--- src/rtl/sim_uart_line_arbiter_pkg.sv ---
// Shared constants, state type and helpers for the simulation UART line arbiter.
package sim_uart_line_arbiter_pkg;

  localparam int CHAN_KERNEL = 0;
  localparam int CHAN_LOG    = 1;
  localparam int CHAN_APP    = 2;

  localparam logic [7:0] ASCII_CR = 8'h0d;
  localparam logic [7:0] ASCII_LF = 8'h0a;

  typedef enum logic {
    IDLE  = 1'b0,
    GRANT = 1'b1
  } arb_state_t;

  // A line ends on either carriage return or line feed.
  function automatic logic is_eol(input logic [7:0] b);
    return (b == ASCII_CR) || (b == ASCII_LF);
  endfunction

endpackage

--- src/rtl/sim_uart_line_arbiter_if.sv ---
// Byte-stream bundle between the per-core UART taps, the arbiter and the line printer.
interface sim_uart_line_arbiter_if #(
  parameter int NCH = 3
);
  localparam int CW = (NCH > 1) ? $clog2(NCH) : 1;

  logic [NCH*8-1:0] in_data;
  logic [NCH-1:0]   in_valid;
  logic [7:0]       out_data;
  logic             out_valid;
  logic             out_ready;
  logic [CW-1:0]    out_chan;
  logic [NCH-1:0]   overflow;

  // Producer/consumer side: drives the byte taps and the sink ready.
  modport master (
    output in_data, in_valid, out_ready,
    input  out_data, out_valid, out_chan, overflow
  );

  // Arbiter side.
  modport slave (
    input  in_data, in_valid, out_ready,
    output out_data, out_valid, out_chan, overflow
  );
endinterface

--- src/rtl/sim_uart_line_arbiter_fifo.sv ---
// Per-channel byte FIFO. A push into a full FIFO is accepted only when the
// same cycle pops, so the slot being read is the one rewritten.
module sim_uart_line_arbiter_fifo #(
  parameter int DEPTH = 16
) (
  input  logic                     clk,
  input  logic                     resetn,
  input  logic                     i_push,
  input  logic [7:0]               i_data,
  input  logic                     i_pop,
  output logic                     o_full,
  output logic                     o_empty,
  output logic [7:0]               o_head,
  output logic [$clog2(DEPTH):0]   o_count
);
  localparam int AW = $clog2(DEPTH);

  logic [7:0]    r_mem [DEPTH];
  logic [AW-1:0] r_wr_ptr;
  logic [AW-1:0] r_rd_ptr;
  logic [AW:0]   r_count;
  logic          w_wr;
  logic          w_rd;

  assign o_full  = (r_count == (AW+1)'(DEPTH));
  assign o_empty = (r_count == '0);
  assign w_rd    = i_pop & ~o_empty;
  assign w_wr    = i_push & (~o_full | w_rd);
  assign o_head  = r_mem[r_rd_ptr];
  assign o_count = r_count;

  // Byte storage; cleared on reset so the head never shows stale data.
  always_ff @(posedge clk or negedge resetn) begin
    if (!resetn) begin
      for (int i = 0; i < DEPTH; i++) r_mem[i] <= 8'h00;
    end else if (w_wr) begin
      r_mem[r_wr_ptr] <= i_data;
    end
  end

  // Read/write pointers and occupancy.
  always_ff @(posedge clk or negedge resetn) begin
    if (!resetn) begin
      r_wr_ptr <= '0;
      r_rd_ptr <= '0;
      r_count  <= '0;
    end else begin
      r_wr_ptr <= w_wr ? (r_wr_ptr + AW'(1)) : r_wr_ptr;
      r_rd_ptr <= w_rd ? (r_rd_ptr + AW'(1)) : r_rd_ptr;
      r_count  <= r_count + (AW+1)'(w_wr) - (AW+1)'(w_rd);
    end
  end
endmodule

--- src/rtl/sim_uart_line_arbiter.sv ---
// Merges NCH simulation UART byte streams into one, granting whole lines
// round-robin so lines from different cores never interleave.
// Optional feature macro: SIM_UART_TIMEOUT_EN (forced grant release after
// TIMEOUT empty cycles while another channel is waiting).
module sim_uart_line_arbiter
  import sim_uart_line_arbiter_pkg::*;
#(
  parameter int NCH     = 3,
  parameter int DEPTH   = 16,
  parameter int TIMEOUT = 1024
) (
  input  logic                    clk,
  input  logic                    resetn,
  sim_uart_line_arbiter_if.slave  bus
);
  localparam int CW = (NCH > 1) ? $clog2(NCH) : 1;
  localparam int AW = $clog2(DEPTH);

  logic [NCH-1:0] w_empty;
  logic [NCH-1:0] w_full;
  logic [NCH-1:0] w_pop;
  logic [7:0]     w_head  [NCH];
  logic [AW:0]    w_count [NCH];

  arb_state_t     r_state, w_state_nxt;
  logic [CW-1:0]  r_grant, w_grant_nxt;
  logic [CW-1:0]  r_rr_ptr, w_rr_nxt;
  logic [CW-1:0]  w_grant_inc;
  logic [CW-1:0]  w_scan_idx;
  logic           w_scan_found;
  logic [CW:0]    w_dist;
  logic [CW:0]    w_best_dist;
  logic [7:0]     w_head_sel;
  logic           w_grant_empty;
  logic           w_out_valid;
  logic           w_fire;
  logic           w_eol_pop;
  logic           w_release;
  logic           w_unused_cnt;
  logic [NCH-1:0] r_overflow;

  for (genvar gi = 0; gi < NCH; gi++) begin : g_fifo
    sim_uart_line_arbiter_fifo #(.DEPTH(DEPTH)) u_fifo (
      .clk     (clk),
      .resetn  (resetn),
      .i_push  (bus.in_valid[gi]),
      .i_data  (bus.in_data[8*gi +: 8]),
      .i_pop   (w_pop[gi]),
      .o_full  (w_full[gi]),
      .o_empty (w_empty[gi]),
      .o_head  (w_head[gi]),
      .o_count (w_count[gi])
    );
    assign w_pop[gi] = w_fire && (r_grant == CW'(gi));
  end

  // Head byte and emptiness of the currently granted channel.
  always_comb begin
    w_head_sel    = 8'h00;
    w_grant_empty = 1'b1;
    w_unused_cnt  = 1'b0;
    for (int i = 0; i < NCH; i++) begin
      w_unused_cnt  = w_unused_cnt ^ (^w_count[i]);
      w_head_sel    = (r_grant == CW'(i)) ? w_head[i]  : w_head_sel;
      w_grant_empty = (r_grant == CW'(i)) ? w_empty[i] : w_grant_empty;
    end
  end

  // Round-robin scan: nearest non-empty channel at or after rr_ptr (mod NCH).
  always_comb begin
    w_scan_found = 1'b0;
    w_scan_idx   = '0;
    w_best_dist  = (CW+1)'(NCH);
    w_dist       = '0;
    for (int i = 0; i < NCH; i++) begin
      w_dist = (CW'(i) >= r_rr_ptr) ? ((CW+1)'(i) - {1'b0, r_rr_ptr})
                                    : ((CW+1)'(i + NCH) - {1'b0, r_rr_ptr});
      w_scan_found = (!w_empty[i] && (w_dist < w_best_dist)) ? 1'b1   : w_scan_found;
      w_scan_idx   = (!w_empty[i] && (w_dist < w_best_dist)) ? CW'(i) : w_scan_idx;
      w_best_dist  = (!w_empty[i] && (w_dist < w_best_dist)) ? w_dist : w_best_dist;
    end
  end

  assign w_grant_inc = (r_grant == CW'(NCH-1)) ? '0 : (r_grant + CW'(1));
  assign w_out_valid = (r_state == GRANT) && !w_grant_empty;
  assign w_fire      = w_out_valid && bus.out_ready;
  assign w_eol_pop   = w_fire && is_eol(w_head_sel);

`ifdef SIM_UART_TIMEOUT_EN
  localparam int TW = $clog2(TIMEOUT + 1);

  logic [TW-1:0]  r_tmo_cnt;
  logic [NCH-1:0] w_grant_oh;

  // One-hot of the granted channel, used to see whether anyone else waits.
  always_comb begin
    w_grant_oh = '0;
    for (int i = 0; i < NCH; i++) w_grant_oh[i] = (r_grant == CW'(i));
  end

  assign w_release = (r_state == GRANT) && (r_tmo_cnt == TW'(TIMEOUT)) &&
                     (|(~w_empty & ~w_grant_oh));

  // Counts starved cycles of the granted channel; any pop restarts it.
  always_ff @(posedge clk or negedge resetn) begin
    if (!resetn) begin
      r_tmo_cnt <= '0;
    end else if ((r_state != GRANT) || w_fire) begin
      r_tmo_cnt <= '0;
    end else if (w_grant_empty && (r_tmo_cnt != TW'(TIMEOUT))) begin
      r_tmo_cnt <= r_tmo_cnt + TW'(1);
    end else begin
      r_tmo_cnt <= r_tmo_cnt;
    end
  end
`else
  logic w_unused_timeout;
  assign w_unused_timeout = (TIMEOUT != 0);
  assign w_release        = 1'b0;
`endif

  // Next-state logic: grant on any waiting channel, release on end of line.
  always_comb begin
    w_state_nxt = r_state;
    w_grant_nxt = r_grant;
    w_rr_nxt    = r_rr_ptr;
    case (r_state)
      IDLE: begin
        if (w_scan_found) begin
          w_state_nxt = GRANT;
          w_grant_nxt = w_scan_idx;
        end else begin
          w_state_nxt = IDLE;
        end
      end
      GRANT: begin
        if (w_eol_pop || w_release) begin
          w_state_nxt = IDLE;
          w_rr_nxt    = w_grant_inc;
        end else begin
          w_state_nxt = GRANT;
        end
      end
      default: begin
        w_state_nxt = IDLE;
      end
    endcase
  end

  // FSM state, current grant and round-robin pointer.
  always_ff @(posedge clk or negedge resetn) begin
    if (!resetn) begin
      r_state  <= IDLE;
      r_grant  <= '0;
      r_rr_ptr <= '0;
    end else begin
      r_state  <= w_state_nxt;
      r_grant  <= w_grant_nxt;
      r_rr_ptr <= w_rr_nxt;
    end
  end

  // Sticky drop flags: a strobe the FIFO could not take.
  always_ff @(posedge clk or negedge resetn) begin
    if (!resetn) begin
      r_overflow <= '0;
    end else begin
      r_overflow <= r_overflow | (bus.in_valid & w_full & ~w_pop);
    end
  end

  assign bus.out_valid = w_out_valid;
  assign bus.out_data  = w_out_valid ? w_head_sel : 8'h00;
  assign bus.out_chan  = r_grant;
  assign bus.overflow  = r_overflow;
endmodule
--- src/flat_wrapper.sv ---
// flat-port wrapper written by rule: the top's interface ports become plain ports
module sim_uart_line_arbiter_flat import sim_uart_line_arbiter_pkg::*;
#(
  parameter int NCH     = 3,
  parameter int DEPTH   = 16,
  parameter int TIMEOUT = 1024
)
  (clk, resetn, bus_in_data, bus_in_valid, bus_out_ready, bus_out_data, bus_out_valid, bus_out_chan, bus_overflow);
  sim_uart_line_arbiter_if #(.NCH(NCH)) bus_i ();
  input  logic clk;
  input  logic resetn;
  input wire logic [$bits(bus_i.in_data)-1:0] bus_in_data;
  input wire logic [$bits(bus_i.in_valid)-1:0] bus_in_valid;
  input wire logic [$bits(bus_i.out_ready)-1:0] bus_out_ready;
  output wire logic [$bits(bus_i.out_data)-1:0] bus_out_data;
  output wire logic [$bits(bus_i.out_valid)-1:0] bus_out_valid;
  output wire logic [$bits(bus_i.out_chan)-1:0] bus_out_chan;
  output wire logic [$bits(bus_i.overflow)-1:0] bus_overflow;
  assign bus_i.in_data = bus_in_data;
  assign bus_i.in_valid = bus_in_valid;
  assign bus_i.out_ready = bus_out_ready;
  assign bus_out_data = bus_i.out_data;
  assign bus_out_valid = bus_i.out_valid;
  assign bus_out_chan = bus_i.out_chan;
  assign bus_overflow = bus_i.overflow;
  sim_uart_line_arbiter #(.NCH(NCH), .DEPTH(DEPTH), .TIMEOUT(TIMEOUT)) u_core (.clk(clk), .resetn(resetn), .bus(bus_i));
endmodule
--- config.mk ---
export PLATFORM = sky130hd
export DESIGN_NAME = sim_uart_line_arbiter_flat
export DESIGN_NICKNAME = d
export VERILOG_FILES = /design/src/rtl/sim_uart_line_arbiter_pkg.sv /design/src/rtl/sim_uart_line_arbiter_if.sv /design/src/rtl/sim_uart_line_arbiter_fifo.sv /design/src/rtl/sim_uart_line_arbiter.sv /design/src/flat_wrapper.sv
export SDC_FILE = /design/constraint.sdc
export NUM_CORES = 1
export LEC_CHECK = 0
export CORE_UTILIZATION = 47
export CTS_BUF_LIST = sky130_fd_sc_hd__clkbuf_16
export DETAILED_ROUTE_END_ITERATION = 16
export DONT_BUFFER_PORTS = 1
export PLACE_DENSITY = 0.61
export SLEW_MARGIN = 25
export SYNTH_ARGS = -nofsm -noshare
export SYNTH_HDL_FRONTEND = slang
export SYNTH_SLANG_ARGS = --single-unit
export TNS_END_PERCENT = 10
--- constraint.sdc ---
create_clock -name clk -period 3.5 [get_ports clk]
set_clock_uncertainty 0.05 [all_clocks]
set_input_delay 0.7 -clock clk [delete_from_list [all_inputs] [get_ports clk]]
set_output_delay 0.7 -clock clk [all_outputs]
set_load 0.1 [all_outputs]
[Word level (Yosys, flattened, before mapping)]
Cells that the tools add are included.
Word-level totals
  bits in read-only memories: 0
  input bits: 30
  RAM bits: 0
  bits in latches: 0
  bits in registers: 431
  memories: 0
Cells by class
  divide/modulo/power cells: 0
  multiplexer cells: 39
  eq/ne operators: 7
  shift operators: 0
  multiply operators: 0
  bitwise operators: 26
  magnitude comparators: 15
  reductions and logical operators: 23
  $add $sub $neg: 19
Operator list (count)
  bitwise mux 128 bit: 3
  two-way mux 8 bit: 13
  binary-select mux 8 bit (select 4 bit): 3
  demux 8 bit (select 4 bit): 3
  >= comparator 5 bit, second input constant: 6
  NOT 4 -> 5 bit: 6
  adder 4 x 1 -> 4 bit, second input constant: 6
  == test 8 x 4 -> 1 bit, second input constant: 2
  adder 5 x 1 -> 5 bit: 3
  == test 5 bit, second input constant: 3
  logical NOT 5 bit: 3
  < comparator 5 x 1 -> 1 bit, second input constant: 3
  two-way mux 3 bit: 5
  subtractor 5 x 1 -> 5 bit: 3
  logical AND 1 bit: 12
  two-way mux 1 bit: 9
  NOT 1 bit: 7
  AND 1 bit: 6
  AND 3 bit: 2
  < comparator 3 bit: 2
  subtractor 1 x 2 -> 3 bit, first input constant: 2
  subtractor 2 x 2 -> 3 bit, first input constant: 2
  subtractor 3 x 2 -> 3 bit, first input constant: 2
  >= comparator 1 x 2 -> 1 bit, first input constant: 2
  14 further kinds: 21

[Logic depth before layout (Yosys ltp)]
Gate-level depths: netlist of run 1.
  depth in word-level cells: 13
  gate-level depth with buffers: 17

[By module]
From an unflattened synthesis of run 1, not the netlist that was laid out.
Second synthesis, totals
  cells, all modules: 1375
  area, all modules: 20958.9 sq um
Modules (own cells, without submodules)
  sim_uart_line_arbiter_fifo (u_core.g_fifo[0].u_fifo ...): sequential area each 3528.4 sq um, cells an instance 426, area an instance 6697.7 sq um, instances 2
  sim_uart_line_arbiter_fifo (u_core.g_fifo[2].u_fifo): sequential area each 3528.4 sq um, cells an instance 424, area an instance 6691.4 sq um, instances 1
  sim_uart_line_arbiter: sequential area each 200.2 sq um, cells an instance 99, area an instance 872.1 sq um, instances 1

[Worst setup path after synthesis of run 1]
Ideal clock, no wire load.
  path kind: reg2reg
  start: register u_core.r_grant[0], in the netlist u_core.bus.out_chan[0]
  end: register u_core.r_rr_ptr[0]
  data required time: 3325 ps
  arrival time: 4129 ps
  cell stages (with the launch flop): 10
  library setup time: 125 ps
  period minus slack after synthesis: 4304 ps
  setup slack: -804 ps
  path through: dfrtp_1 -> clkbuf_1 -> clkbuf_1 -> nand3b_1 -> o32ai_1 -> nor2_1 -> a21oi_1 -> and2_1 -> o2111ai_2 -> mux2_4
Between the ends
  longest elaborated chain between the ends: 9
RTL lines
  from (decl): line sim_uart_line_arbiter.sv:26  | logic [CW-1:0] r_grant, w_grant_nxt;
  from (signal assigned): line sim_uart_line_arbiter.sv:158  | r_grant <= w_grant_nxt;
  parallel branches: the longest is 9 deep, another holds two-way mux 8 bit
  to (signal assigned): line sim_uart_line_arbiter.sv:159  | r_rr_ptr <= w_rr_nxt;
  to (decl): line sim_uart_line_arbiter.sv:27  | logic [CW-1:0] r_rr_ptr, w_rr_nxt;
Several ways; the timed one is not identified.
A chain may end at the register's enable or synchronous reset.

[Worst setup path after layout of run 1]
  start: register u_core.g_fifo[1].u_fifo.r_rd_ptr[0]
  end: output port bus_out_data[1]
Between the ends
  longest elaborated chain between the ends: 7
RTL lines
  from (decl): line sim_uart_line_arbiter_fifo.sv:20  | logic [AW-1:0] r_rd_ptr;
  from (signal assigned): line sim_uart_line_arbiter_fifo.sv:49  | r_rd_ptr <= w_rd ? (r_rd_ptr + AW'(1)) : r_rd_ptr;
  NOT 4 -> 5 bit (not written as such): line sim_uart_line_arbiter_fifo.sv:29  | assign o_head = r_mem[r_rd_ptr];
  binary-select mux 8 bit (select 4 bit): line sim_uart_line_arbiter_fifo.sv:29
  two-way mux 8 bit (not written as such) (2 in a row): line sim_uart_line_arbiter_fifo.sv:29
  two-way mux 8 bit (2 in a row): line sim_uart_line_arbiter.sv:64  | w_head_sel = (r_grant == CW'(i)) ? w_head[i] : w_head_sel;
  two-way mux 8 bit: line sim_uart_line_arbiter.sv:173  | assign bus.out_data = w_out_valid ? w_head_sel : 8'h00;
  to (decl): line flat_wrapper.sv:15  | output wire logic [$bits(bus_i.out_data)-1:0] bus_out_data;
Every way passes these cells. The select of a mux whose other input is x is not followed.

==> results of run 1 <==
==> layer usage <==
layer | vias to the layer above | part of all wire [%] | track usage, %
li1 | 5482 | - | -
met1 | 6433 | 47 | 31.5
met2 | 172 | 46 | 34.2
met3 | 66 | 4.1 | 4.43
met4 | 0 | 2.4 | 6.75
met5 | - | 0 | 0
==> flip-flops by register name, summed over array words and instances (netlist names) <==
signal,cells
u_core.g_fifo.u_fifo.o_count,15
u_core.r_rr_ptr,2
u_core.r_state,1
u_core.g_fifo.u_fifo.r_wr_ptr,12
u_core.bus.overflow,3
u_core.g_fifo.u_fifo.r_rd_ptr,12
u_core.bus.out_chan,2
u_core.g_fifo.u_fifo.r_mem,384
==> worst paths after layout <==
check                                               startpoint                                  end  slack (ps)  cells after the start
setup / recovery           u_core.g_fifo[1].u_fifo.r_rd_ptr[0]                      bus_out_data[1]        -200                      7
hold / removal                                          resetn   u_core.g_fifo[0].u_fifo.r_mem[103]        -220                      0
setup reg to reg            u_core.g_fifo[0].u_fifo.o_count[2]   u_core.g_fifo[0].u_fifo.o_count[4]         290                     14
hold reg to reg              u_core.g_fifo[0].u_fifo.r_mem[99]    u_core.g_fifo[0].u_fifo.r_mem[99]         440                      1
max in group asynchronous                               resetn  u_core.g_fifo[1].u_fifo.r_wr_ptr[1]        2760                      0
min in group clk                                bus_in_data[7]   u_core.g_fifo[0].u_fifo.r_mem[103]         200                      1
==> per-stage QoR <==
stage | instances | setup slack (ps) | hold slack [ps] | TNS [ps]
floorplan | 1437 | -449 | 354 | -1910
global placement | 2060 | 171 | 383 | 0
detailed placement | 2060 | 108 | 382 | 0
CTS | 2157 | -276 | -239 | -1490
global route | 2159 | -293 | -237 | -1900
finish | 2159 | -195 | -216 | -989
==> kinds of logic (layout without fill, tap and decap cells) <==
| kind of cell | Yosys count | in the layout | share of synthesized area (%) |
|---|---|---|---|
| DFF | 431 | 431 | 52.4 |
| xor gates and xnor gates | 30 | 30 | 1.28 |
| adders and majority gates | 44 | 44 | 2.78 |
| and+or+nand+nor | 216 | 216 | 5.62 |
| buffers and inverters | 115 | 252 | 2.49 |
| AOI/OAI and AO/OA | 79 | 79 | 2.88 |
| other | 1 | 1 | 0.0182 |
| muxes | 521 | 521 | 32.5 |
==> cells in the mapped netlist, drive strengths merged, types with 11 or more instances <==
library cell,instances
dfrtp,431
mux2,397
mux4,74
nor2,64
mux2i,50
clkbuf,49
ha,41
inv,38
nand2,38
nand3,30
buf,28
xnor2,23
a22oi,20
nand2b,15
nor2b,12
nor3,12
nand4,11
==> timing repair <==
action / in CTS / in global routing
cloned: 0 / 0
endpoints found under the hold margin: 431 / 431
endpoints found under the setup margin: 9 / 12
setup buffers: 10 / 2
pin swaps: 6 / 5
gates resized for setup: 34 / 15
==> layout by cell type (no fill, tap or decap), types with 7 or more instances in the layout <==
cell,count
nand3_1,30
ha_1,41
nand2b_1,14
xor2_1,7
nor3_1,7
dfrtp_1,425
mux4_1,12
mux2_2,391
xnor2_1,23
nand2_1,38
a22oi_1,17
nor2_1,47
buf_4,104
clkinv_1,9
buf_12,12
a21oi_1,7
nor2_2,16
clkbuf_16,48
nand4_1,11
buf_6,10
nor2b_1,8
inv_1,53
mux2i_1,48
mux4_2,62
clkinv_2,9
o21ai_0,8
==> cell type report <==
class,instances,area share (%)
clock buffer,48,5.07
clock inverter,39,0.861
inverter,38,0.602
multi-input combinational,891,39.9
sequential,431,45.6
tap,585,3.09
timing repair buffer,127,4.85
==> worst max-delay path, stage by stage (launching register included) <==
cell	delay, ps
dfrtp_2	420
buf_12	140
buf_6	110
mux4_2	420
a22oi_2	230
a31oi_2	140
or4_4	600
and2_4	290
==> power by group <==
group | switching (mW) | internal (mW) | leakage, nW
registers | 1.56 | 7.44 | 5.31
logic | 5.13 | 5.55 | 4.27
clock network | 2.03 | 2.49 | 0.746
total | 8.72 | 15.5 | 10.3
==> metrics, run 1 <==
syn_nets=1511; number of synthesized register bits=431; Max Freq=271 MHz; n_diodes=0; CORE AREA=0.0432 mm²; Pins Over Slew Limit=0; Starting DRT DRC Count=between 600 and 700; Req. time, crit path=between 2000 and 3000 ps; routed length per instance=21.8 µm; die area=0.0446 mm²; Avg Vias per Cell=5.63; mapped cell area=just over 0.02 mm²; routability cong.=0.794; GRT Util Overall=roughly 22%; utilization after layout=a little over half; htree depth=2; Post-Synthesis Cells=between 1000 and 1500; Syn. warnings=0; Worst setup EP type=output port; Avg Cell Area, Syn=14.3 µm²; Root Driver=clkbuf_16; Reg clk slew, reported paths=60 ps; Num CTS Buffers=48; final cycle utilization of the critical path=106%; critical path peak fanout=5; first-pass GRT wire length=roughly 75 mm; Detail Placement HPWL=about 32 mm; # setup viols final=7; DP Area=~0.022 mm²; GR Overflow Total=0; Slew @ Worst Pin=1060 ps; DRT antenna net count=0; Most used DFF post-synth=dfrtp_1; number of global-route vias before repair=around 13000; violated checks=hold timing, setup timing; RSZ-0062 raised after global routing=yes; Leak=~10 nW; clk sinks=431; Critical Path Start Type=register; top cells by area, synth=dfrtp_1 52%, mux2_2 21%, mux4_2 6.6%, ha_1 2.5%, mux2i_1 2.4%; Area Overhead vs Synth=15.0%; area occupied by multi-input gates=~0.0095 mm²; Worst-Skew Late Latency=590 ps; initial antenna violation count=0; largest net degree at the start of global routing=between 400 and 500; synth unique cells=67; row count=76; ys async rst share=100%; Worst Path Arrival=2950 ps; die height=211 µm; maximum clock insertion buffer count=3; DR vias=12200; worst hold slack=-216 ps; Max-Cap Viols=0; Power Total=24.2 mW; outcome=complete, but fails checks; Tmin final=3700 ps; Die X=211 µm; number of flops mapped to enable cells by yosys=0; CP Class=reg2out; Max IR drop VDD=~1200 µV; Storage cell area=0.0108 mm²; Initial Util=a little under half; Final WS setup=-195 ps; Final Cell Area=around 0.024 mm²; post-synth top area share=around 52%; # fillers=3631; Boundary Pins=44; nets=1611; cell taking the most area after synthesis=dfrtp_1; share of post-route cells with drive strength above 1=about 45%; Power per Cell Area=between 1000 and 1500 mW/mm²; Tightest Hold Check Type=in2async; Rel. slew slack=29.2%; DR pass1 iterations=5; Buffers on Ports=0; sequential fraction of the synthesis area=roughly 52%; Routed WL=about 47 mm; TritonCTS clock tree=built; Fin. Hold Viols=414; DRC=0
(Power assumes the default switching activity.)
==> run 2: changes to the inputs <==
- PLACE_DENSITY: 0.61 -> default
- PLACE_DENSITY_LB_ADDON: default -> 0.05
==> metrics, run 2 (synthesis results as in run 1) <==
most common cell after layout, fill and taps aside=dfrtp_1; Req. time, crit path=2750 ps (about the same); Final TNS setup=-743 ps (+246 ps); routed length per instance=22.5 µm (+3.0%); Buffers on Ports=0 (unchanged); GR Overflow Total=0 (unchanged); Reg power frac=36.7% (-0.5 points); DRC=0 (unchanged); highest metal used=met4; die area=0.0446 mm² (unchanged); dpl cells=2049 (-0.53%); P_sw=8.85 mW (+1.5%); sw frac=36.0% (-0.039 points); cell at the slowest stage of the critical path=mux4_2; Pins Over Slew Limit=144 (+144); Int Pwr=15.7 mW (+1.6%); Boundary Pins=44 (unchanged); # fillers=3575 (-1.5%); DR vias=12100 (-0.21%); delay of the slowest critical-path stage=580 ps (-20 ps); Max Freq=274 MHz (+1.3%); Fin. Hold Viols=70 (-83%); share of post-route cells with drive strength above 1=45.2% (+0.47 points); Tmin final=3650 ps (-48.1 ps); die height=211 µm (unchanged); Worst Path Arrival=2900 ps (-50 ps); RSZ-0062 raised after global routing=yes; Final Non-Filler Cells=2158 (-0.046%); DR pass1 iterations=5 (unchanged); Avg Vias per Cell=5.62 (-0.16%); Tightest Hold Check Type=in2async; GRT Util Overall=22.9% (+0.78 points); # setup viols final=8 (+1); Routed WL=48.5 mm (+2.9%); TritonCTS clock tree=built; CORE AREA=0.0432 mm² (unchanged); Critical Path Start Type=register; CP Class=reg2out; Combinational Power Share=44.1% (about the same); htree depth=2 (unchanged); crit-path cells=buf_12 > buf_16 > mux4_2 > mux4_2 > o32ai_2 > buf_4 > nor2_2 > buf_12; row count=76 (unchanged); DRT antenna net count=0 (unchanged); Starting DRT DRC Count=758 (+9.9%); Area Overhead vs Synth=15.4%; Power per Cell Area=1040 mW/mm² (+1.3%); Detail Placement HPWL=32.4 mm (+1.1%); nets=1607 (-0.25%); Initial Util=47.7% (unchanged); Final WS setup=-147 ps (+48.1 ps); clock power share=19.2% (+0.5 points); M1 WL=23.2 mm (+4.7%); worst hold slack=-216 ps (-0.727 ps); Die X=211 µm (unchanged); met3 routed WL=1.81 mm (-7.4%); metal2 WL=22.5 mm (+2.8%); first-pass GRT wire length=77.5 mm (+2.9%); Root Driver=clkbuf_16; Max-Cap Viols=0 (unchanged); Worst-Skew Late Latency=580 ps (about the same); routability cong.=0.797 (+0.39%); Final Cell Area=0.0238 mm² (+0.31%); outcome=complete, but fails checks; top cell family by delay on the critical path=multiplexers; clk sinks=431 (unchanged); violated checks=hold timing, slew limit, setup timing; Num CTS Buffers=48 (unchanged); Rel. slew slack=-12.3% (-41 points); final cycle utilization of the critical path=104% (-1.4 points); Leak=10.3 nW (+0.13%); Reg clk slew, reported paths=60 ps (about the same); Top reg by flops=u_core.g_fifo.u_fifo.r_mem; commonest non-fill, non-tap cells in the layout=421 x dfrtp_1, 391 x mux2_2, 103 x buf_4; largest net degree at the start of global routing=432 (unchanged); CP Buf/Inv Count=4 (+2); initial antenna violation count=0 (unchanged); maximum clock insertion buffer count=3 (unchanged); n_diodes=0 (unchanged); DP Area=0.0219 mm² (-0.37%); max reg flops=384 (unchanged); Slew @ Worst Pin=1680 ps (+622 ps); Max IR drop VDD=783 µV (-36%); critical path peak fanout=7 (+2); Worst setup EP type=output port; number of global-route vias before repair=12900 (-0.61%)
-- run 2: cell count changes in the layout (fill, tap and decap cells not counted), moves of 2 or more --
cell,previous run,this run
buf_6,10,4
a22oi_1,17,13
a22oi_2,3,7
dfrtp_1,425,421
bufinv_16,0,2
clkinv_2,9,12
nor2b_2,3,0
buf_12,12,14
nor2_2,16,18
clkinv_1,9,13
dfrtp_2,6,9
inv_1,53,49
nor2b_1,8,10
-- run 2: metrics by stage --
| stage | hold slack [ps] | util [%] | total power, mW | worst slack (ps) |
|---|---|---|---|---|
| floorplan | 354 | - | 16.3 | -449 |
| global placement | 378 | 50.6 | 19.2 | -188 |
| detailed placement | 379 | 50.6 | 19.4 | -177 |
| CTS | -248 | 55.0 | 24.8 | -166 |
| global route | -249 | 55.0 | 26.0 | -210 |
| finish | -216 | 55.0 | 24.6 | -147 |
-- run 2: power groups by stage --
stage | Clock [mW] | Sequential [mW] | Combinational (mW)
3_3_place_gp | 0 | 9.09 | 10.1
2_1_floorplan | 0 | 8.53 | 7.76
6_report | 4.73 | 9.02 | 10.8
3_5_place_dp | 0 | 9.15 | 10.2
4_1_cts | 4.87 | 9.01 | 10.9
5_1_grt | 5.09 | 9.34 | 11.6
-- run 2: per-layer routing --
| layer | vias to the layer above | track usage [%] |
|---|---|---|
| met1 | 6401 | 33.5 |
| met2 | 170 | 35.5 |
| li1 | 5493 | - |
| met4 | 0 | 6.50 |
| met3 | 64 | 3.29 |
| met5 | - | 0 |
-- run 2: final timing paths --
path | startpoint | to | slack, ps | cells past startpoint
worst min-delay path | resetn | u_core.g_fifo[0].u_fifo.r_mem[71] | -220 | 0
worst min register to register | u_core.g_fifo[0].u_fifo.r_mem[99] | u_core.g_fifo[0].u_fifo.r_mem[99] | 430 | 1
min in group clk | bus_in_valid[2] | u_core.bus.overflow[2] | 200 | 2
max in group asynchronous | resetn | u_core.bus.out_chan[0] | 2160 | 0
worst max-delay path | u_core.g_fifo[2].u_fifo.r_rd_ptr[0] | bus_out_data[2] | -150 | 8
worst max register to register | u_core.g_fifo[0].u_fifo.o_count[2] | u_core.g_fifo[0].u_fifo.o_count[4] | 320 | 14
-- run 2: area by class of cell --
| cell class | instances | area (µm²) | share of cell area (%) |
|---|---|---|---|
| multi-input cells | 891 | 9480 | 39.9 |
| inverters | 38 | 143 | 0.601 |
| flip-flops and latches | 431 | 10800 | 45.5 |
| well taps | 585 | 732 | 3.08 |
| clock buffers | 49 | 1230 | 5.16 |
| clock inverters | 41 | 235 | 0.990 |
| repair buffers | 123 | 1140 | 4.80 |
-- run 2: repair_timing --
action | 4_1_cts | 5_1_grt
endpoints found under the hold margin | 431 | 431
buffers inserted | 17 | 1
gates resized for setup | 45 | 8
cloned | 1 | 0
endpoints found under the setup margin | 10 | 11
pin swaps | 11 | 5
